$ cat src/rtl/izh_synapse_current.sv
// Exponentially decaying synapse: latches presynaptic spike edges per channel,
// then on each tick runs decay followed by a one-channel-per-cycle weighted accumulate.

module izh_syn_chan (
  input  logic               clk,
  input  logic               reset_n,
  input  logic               spike_in,
  input  logic               w_we,
  input  logic signed [31:0] w_data,
  input  logic               clr,
  output logic               pending,
  output logic signed [31:0] weight
);
  logic               spike_prev_q, spike_prev_d;
  logic               pending_q, pending_d;
  logic signed [31:0] weight_q, weight_d;
  logic               edge_det;

  always_comb begin
    edge_det     = spike_in & ~spike_prev_q;
    spike_prev_d = spike_in;
    // a fresh edge in the scan cycle wins over the clear
    pending_d    = (pending_q & ~clr) | edge_det;
    weight_d     = w_we ? w_data : weight_q;
  end

  always_ff @(posedge clk or negedge reset_n) begin
    if (!reset_n) begin
      spike_prev_q <= 1'b0;
      pending_q    <= 1'b0;
      weight_q     <= '0;
    end else begin
      spike_prev_q <= spike_prev_d;
      pending_q    <= pending_d;
      weight_q     <= weight_d;
    end
  end

  assign pending = pending_q;
  assign weight  = weight_q;
endmodule

module izh_synapse_current #(
  parameter int                 N_INPUTS    = 4,
  parameter int                 DECAY_SHIFT = 3,
  parameter logic signed [31:0] CURRENT_MAX = 32'sd6553600,
  parameter logic signed [31:0] CURRENT_MIN = -32'sd6553600
) (
  input  logic                        clk,
  input  logic                        reset_n,
  input  logic [N_INPUTS-1:0]         spike_in,
  input  logic                        tick,
  input  logic                        w_we,
  input  logic [$clog2(N_INPUTS)-1:0] w_addr,
  input  logic signed [31:0]          w_data,
  output logic signed [31:0]          current,
  output logic                        current_valid,
  output logic                        busy,
  output logic                        tick_overrun
);
  localparam int IDX_W = $clog2(N_INPUTS);
  localparam logic [IDX_W-1:0] LAST_IDX = IDX_W'(N_INPUTS - 1);
  localparam logic signed [32:0] MAX33 = {CURRENT_MAX[31], CURRENT_MAX};
  localparam logic signed [32:0] MIN33 = {CURRENT_MIN[31], CURRENT_MIN};
  localparam logic signed [31:0] SNAP  = 32'sd1 <<< DECAY_SHIFT;

  typedef enum logic [1:0] {IDLE, DECAY, ACCUM, DONE} state_t;

  state_t                       state_q, state_d;
  logic [IDX_W-1:0]             idx_q, idx_d;
  logic signed [31:0]           acc_q, acc_d;
  logic signed [31:0]           current_q, current_d;
  logic                         cur_vld_q, cur_vld_d;
  logic                         overrun_q, overrun_d;

  logic [N_INPUTS-1:0]             chan_we, chan_clr, pending;
  logic [N_INPUTS-1:0][31:0]       weight;
  logic signed [31:0]              dec, w_sel;
  logic signed [32:0]              sum;
  logic                            snap, scan;

  assign scan = (state_q == ACCUM);

  for (genvar i = 0; i < N_INPUTS; i++) begin : g_chan
    // out-of-range addresses match no channel and are dropped
    assign chan_we[i]  = w_we && (w_addr == IDX_W'(i));
    assign chan_clr[i] = scan && (idx_q == IDX_W'(i));
    izh_syn_chan u_chan (
      .clk     (clk),
      .reset_n (reset_n),
      .spike_in(spike_in[i]),
      .w_we    (chan_we[i]),
      .w_data  (w_data),
      .clr     (chan_clr[i]),
      .pending (pending[i]),
      .weight  (weight[i])
    );
  end

  always_comb begin
    dec   = acc_q >>> DECAY_SHIFT;
    // values that would crawl by -1 forever (|acc| < 2^shift) snap to zero
    snap  = (acc_q < SNAP) && (acc_q > -SNAP);
    w_sel = weight[idx_q];
    sum   = {acc_q[31], acc_q} + {w_sel[31], w_sel};

    state_d   = state_q;
    idx_d     = idx_q;
    acc_d     = acc_q;
    current_d = current_q;
    cur_vld_d = 1'b0;
    overrun_d = overrun_q | (tick && (state_q != IDLE));

    case (state_q)
      IDLE: if (tick) state_d = DECAY;
      DECAY: begin
        acc_d   = snap ? 32'sd0 : acc_q - dec;
        idx_d   = '0;
        state_d = ACCUM;
      end
      ACCUM: begin
        if (pending[idx_q]) begin
          if (sum > MAX33)      acc_d = CURRENT_MAX;
          else if (sum < MIN33) acc_d = CURRENT_MIN;
          else                  acc_d = sum[31:0];
        end
        if (idx_q == LAST_IDX) state_d = DONE;
        else                   idx_d   = idx_q + 1'b1;
      end
      DONE: begin
        current_d = acc_q;
        cur_vld_d = 1'b1;
        state_d   = IDLE;
      end
      default: state_d = IDLE;
    endcase
  end

  always_ff @(posedge clk or negedge reset_n) begin
    if (!reset_n) begin
      state_q   <= IDLE;
      idx_q     <= '0;
      acc_q     <= '0;
      current_q <= '0;
      cur_vld_q <= 1'b0;
      overrun_q <= 1'b0;
    end else begin
      state_q   <= state_d;
      idx_q     <= idx_d;
      acc_q     <= acc_d;
      current_q <= current_d;
      cur_vld_q <= cur_vld_d;
      overrun_q <= overrun_d;
    end
  end

  assign current       = current_q;
  assign current_valid = cur_vld_q;
  assign busy          = (state_q != IDLE);
  assign tick_overrun  = overrun_q;
endmodule

$ cat config.mk
export PLATFORM = sky130hd
export DESIGN_NAME = izh_synapse_current
export DESIGN_NICKNAME = d
export VERILOG_FILES = /design/src/rtl/izh_synapse_current.sv
export SDC_FILE = /design/constraint.sdc
export NUM_CORES = 1
export LEC_CHECK = 0
export CORE_MARGIN = 2
export CORE_UTILIZATION = 55
export CTS_CLUSTER_DIAMETER = 200
export CTS_CLUSTER_SIZE = 16
export DETAILED_ROUTE_END_ITERATION = 6
export GPL_TIMING_DRIVEN = 0
export PLACE_DENSITY = 0.83
export SLEW_MARGIN = 20
export SYNTH_ARGS = -nofsm -noshare
export SYNTH_HDL_FRONTEND = slang
export SYNTH_SLANG_ARGS = --single-unit
$ cat constraint.sdc
create_clock -name clk -period 4.61 [get_ports clk]
set_clock_uncertainty 0.2 [all_clocks]
set_input_delay 0.461 -clock clk [delete_from_list [all_inputs] [get_ports clk]]
set_output_delay 0.461 -clock clk [all_outputs]
set_load 0.005 [all_outputs]
==> results.md, run 1 <==
- I/O Pins: 77
- CP startpoint: idx_q[0]
- Final-report setup violation count: 22
- First-pass GRT wire length: 50600 µm
- RSZ-0062 raised after global routing: yes
- Data required time at the worst endpoint: 4.82 ns
- Final Cycle Share: 1.03
- Routed vias/inst: 6.35
- Wire per inst: 20.5 µm
- Critical Path, Cell by Cell: buf_12, buf_8, mux4_2, ha_4, o211ai_1, buf_4, nor3_2, o211a_1, or3_4, buf_6, a221oi_4, nand4_1, or4_4, nor3_4, o21ai_4, buf_4, o21ai_0
- Detailed Place HPWL: 22700 µm
- Worst Setup EP: acc_q[16]
- Relative slew margins: 0.508
- Largest net degree at the start of global routing: 76
- Warnings from Yosys: 0
- Filler cell count: 1664
- Max-cap viol count: 0
- CTS tree: yes
- Ant. Diodes: 0
- Most numerous cell in the Yosys netlist: dfrtp_1
- R2R setup slack: -0.12 ns
- Syn Nets: 1263
- Vias in the first global route: 9723
- GPL Wtd Cong: 0.936
- Register area share after synthesis: 0.409
- FP Rows: 55
- FFs w/ async S/R, synth: 1.00
- Mapped cell area: 0.0126 mm²
- Clk buf depth: 3
- Clk Latency, worst-skew pair: 0.49 ns
- I/O Buffers: 76
- Violated checks: setup timing
- TritonCTS Buffers: 16
- Worst path most repeated cell: buf_4
- Crit path depth: 17
- Area leader, netlist: dfrtp_1
- Final critical-path required period: 4.73 ns
- Worst Tran Pin Value: 0.737 ns
- CP Buf/Inv Count: 5
- Max Slew Vio Count: 0
- GRT Util Overall: 0.262
- H-Tree Depth: 1
- Slowest stage cell, crit path: or4_4
- Share of cells above drive strength 1: 0.289
- Die height: 155 µm
- Residual DRC: 0
- Crit Path Class: flip-flop to flip-flop
- Syn Area/Cell: 11.0 µm²
- Reg2Reg Launch Point: idx_q[0]
- Final Hold Viols: 0
- CP startpoint kind: flip-flop
- Die area: 0.0241 mm²
- # clock sinks: 206
- Synth top area share: 0.409
- Tightest Hold Check Type: flip-flop to flip-flop
- Synth-to-layout area growth: 20.5%
- Final setup margin: -0.116 ns
- Die W: 155 µm
- Iter 0 DRT Violations: 594
- Max incr delay on CP: 0.57 ns
- Post-synth top cells: dfrtp_1, mux2_2, ha_1, a21oi_1, inv_1
- Initial antenna violation count: 0
- RR Endpoint: acc_q[16]
- Dpl ws: -1.19 ns
- Post-synth EDFFs: 0
- CTS root buffer: clkbuf_16
- Gate Count Post-Synth: 1146
- Worst reg-to-reg path cell count: 17
- First-pass DRT Iterations: 7
- Total wire length: 31900 µm
- Peak Freq: 212 MHz
- Synth unique cells: 76
- Status: finished, violations left
- Fin nets: 1392
- Synthesized flop and latch total: 206
- Critical Path AT: 4.94 ns
- Delay-heaviest family, CP: simple AND/OR/NAND/NOR gates
- Via count: 9902
- Core ar.: 0.0226 mm²
- Crit Path Max Fanout: 7
- Clock-pin slew on the worst setup and hold paths: 0.08 ns
- Global route total overflow: 0
- Top cells by area, synth: dfrtp_1, mux2_2, ha_1
- Routed Antenna Nets: 0
- Critical path endpoint category: flip-flop
- Post-synth top flop: dfrtp_1
- Initial Util: 0.558
cells by family (layout without fill, tap and decap cells):
group	after synthesis	in the layout	share of synthesized area
and+or+nand+nor	240	240	0.0999
muxes	193	193	0.202
AOI/OAI and AO/OA	266	266	0.142
xor gates and xnor gates	51	51	0.0354
buffers and inverters	115	244	0.0363
adders and majority gates	75	75	0.0757
DFF	206	206	0.409
through the flow:
stage	hold WS (ns)	cells	util	area [µm²]	setup TNS [ns]
after floorplan	-0.0346	1146	-	12600	0
after global routing	0.227	1560	0.673	15200	-5.39
after global placement	0.204	1507	0.608	13700	-1153.62
after CTS	0.224	1546	0.653	14700	-0.221
after detailed placement	0.214	1509	0.611	13800	-31.37
final	0.225	1560	0.673	15200	-1.72
timing repair:
item / CTS / global route
gates cloned: 3 / 0
setup buffers: 20 / 19
pin swaps: 19 / 32
endpoints found under the setup margin: 32 / 25
hold buffers: 1 / 0
hold endpoints to repair: 64 / 0
resized for setup: 73 / 70
per-layer routing:
layer / vias up / share of wire / global-route usage
li1: 4515 / - / -
met1: 4926 / 0.42 / 0.359
met2: 383 / 0.49 / 0.443
met3: 78 / 0.065 / 0.0306
met4: 0 / 0.025 / 0.0747
met5: - / 0 / 0
registers in the layout, summed over array words and instances (netlist names):
| signal | flops |
|---|---|
| current_valid | 1 |
| current | 32 |
| g_chan.u_chan.weight | 128 |
| tick_overrun | 1 |
| g_chan.u_chan.spike_prev_q | 4 |
| state_q | 2 |
| g_chan.u_chan.pending | 4 |
| idx_q | 2 |
| acc_q | 32 |
layout by cell type, fill, tap and decap left out, types with 5 or more instances in the layout:
| cell | instances |
|---|---|
| nand4_1 | 17 |
| a22oi_1 | 15 |
| inv_1 | 63 |
| nor4_1 | 8 |
| o21a_1 | 6 |
| nand3_1 | 17 |
| xnor2_1 | 30 |
| o211ai_1 | 12 |
| ha_2 | 7 |
| mux4_2 | 33 |
| buf_4 | 36 |
| ha_4 | 13 |
| dfrtp_1 | 205 |
| a31oi_1 | 6 |
| nor2_1 | 40 |
| nand2b_1 | 6 |
| nor3_1 | 22 |
| xor2_1 | 17 |
| o21ai_0 | 44 |
| buf_1 | 7 |
| a21o_1 | 22 |
| nor2b_1 | 12 |
| ha_1 | 53 |
| and3_1 | 8 |
| clkdlybuf4s50_1 | 75 |
| buf_6 | 7 |
| a21oi_1 | 61 |
| a21oi_2 | 9 |
| clkbuf_16 | 17 |
| clkbuf_1 | 21 |
| and4_1 | 5 |
| mux2_2 | 160 |
| o2111ai_1 | 6 |
| nand2_1 | 58 |
| and2_1 | 7 |
| or2_2 | 6 |
| o21ai_2 | 13 |
final cells by class:
cell class	instances	area, µm²	share of cell area
multi-input cells	825	7530	0.496
clock buffers	18	439	0.0289
flip-flops and latches	206	5160	0.339
well taps	285	357	0.0235
inverters	64	240	0.0158
repair buffers	121	1210	0.0797
plain buffers	41	254	0.0167
worst min path at each step:
stage          slack [ns]                     startpoint                             to  cells after the start
2_1_floorplan       -0.03                        reset_n                       acc_q[0]                      0
3_3_place_gp         0.20  g_chan[1].u_chan.spike_prev_q       g_chan[1].u_chan.pending                      1
3_5_place_dp         0.21  g_chan[0].u_chan.spike_prev_q       g_chan[0].u_chan.pending                      1
4_1_cts              0.22                    spike_in[1]  g_chan[1].u_chan.spike_prev_q                      1
5_1_grt              0.23                    spike_in[1]  g_chan[1].u_chan.spike_prev_q                      1
6_report             0.23  g_chan[2].u_chan.spike_prev_q       g_chan[2].u_chan.pending                      1
Power of run 1 is left out: the tool's default activity adds up to more than one toggle a clock period on the data nets, which glitch-free logic cannot reach.
==> inputs of run 2 (changes only) <==
Settings changed: ABC_CLOCK_PERIOD_IN_PS from default to 4610.
==> results of run 2 <==
The final DEF is identical to that of run 1; final timing and power are the same.
Power of run 2 is left out for the same reason.
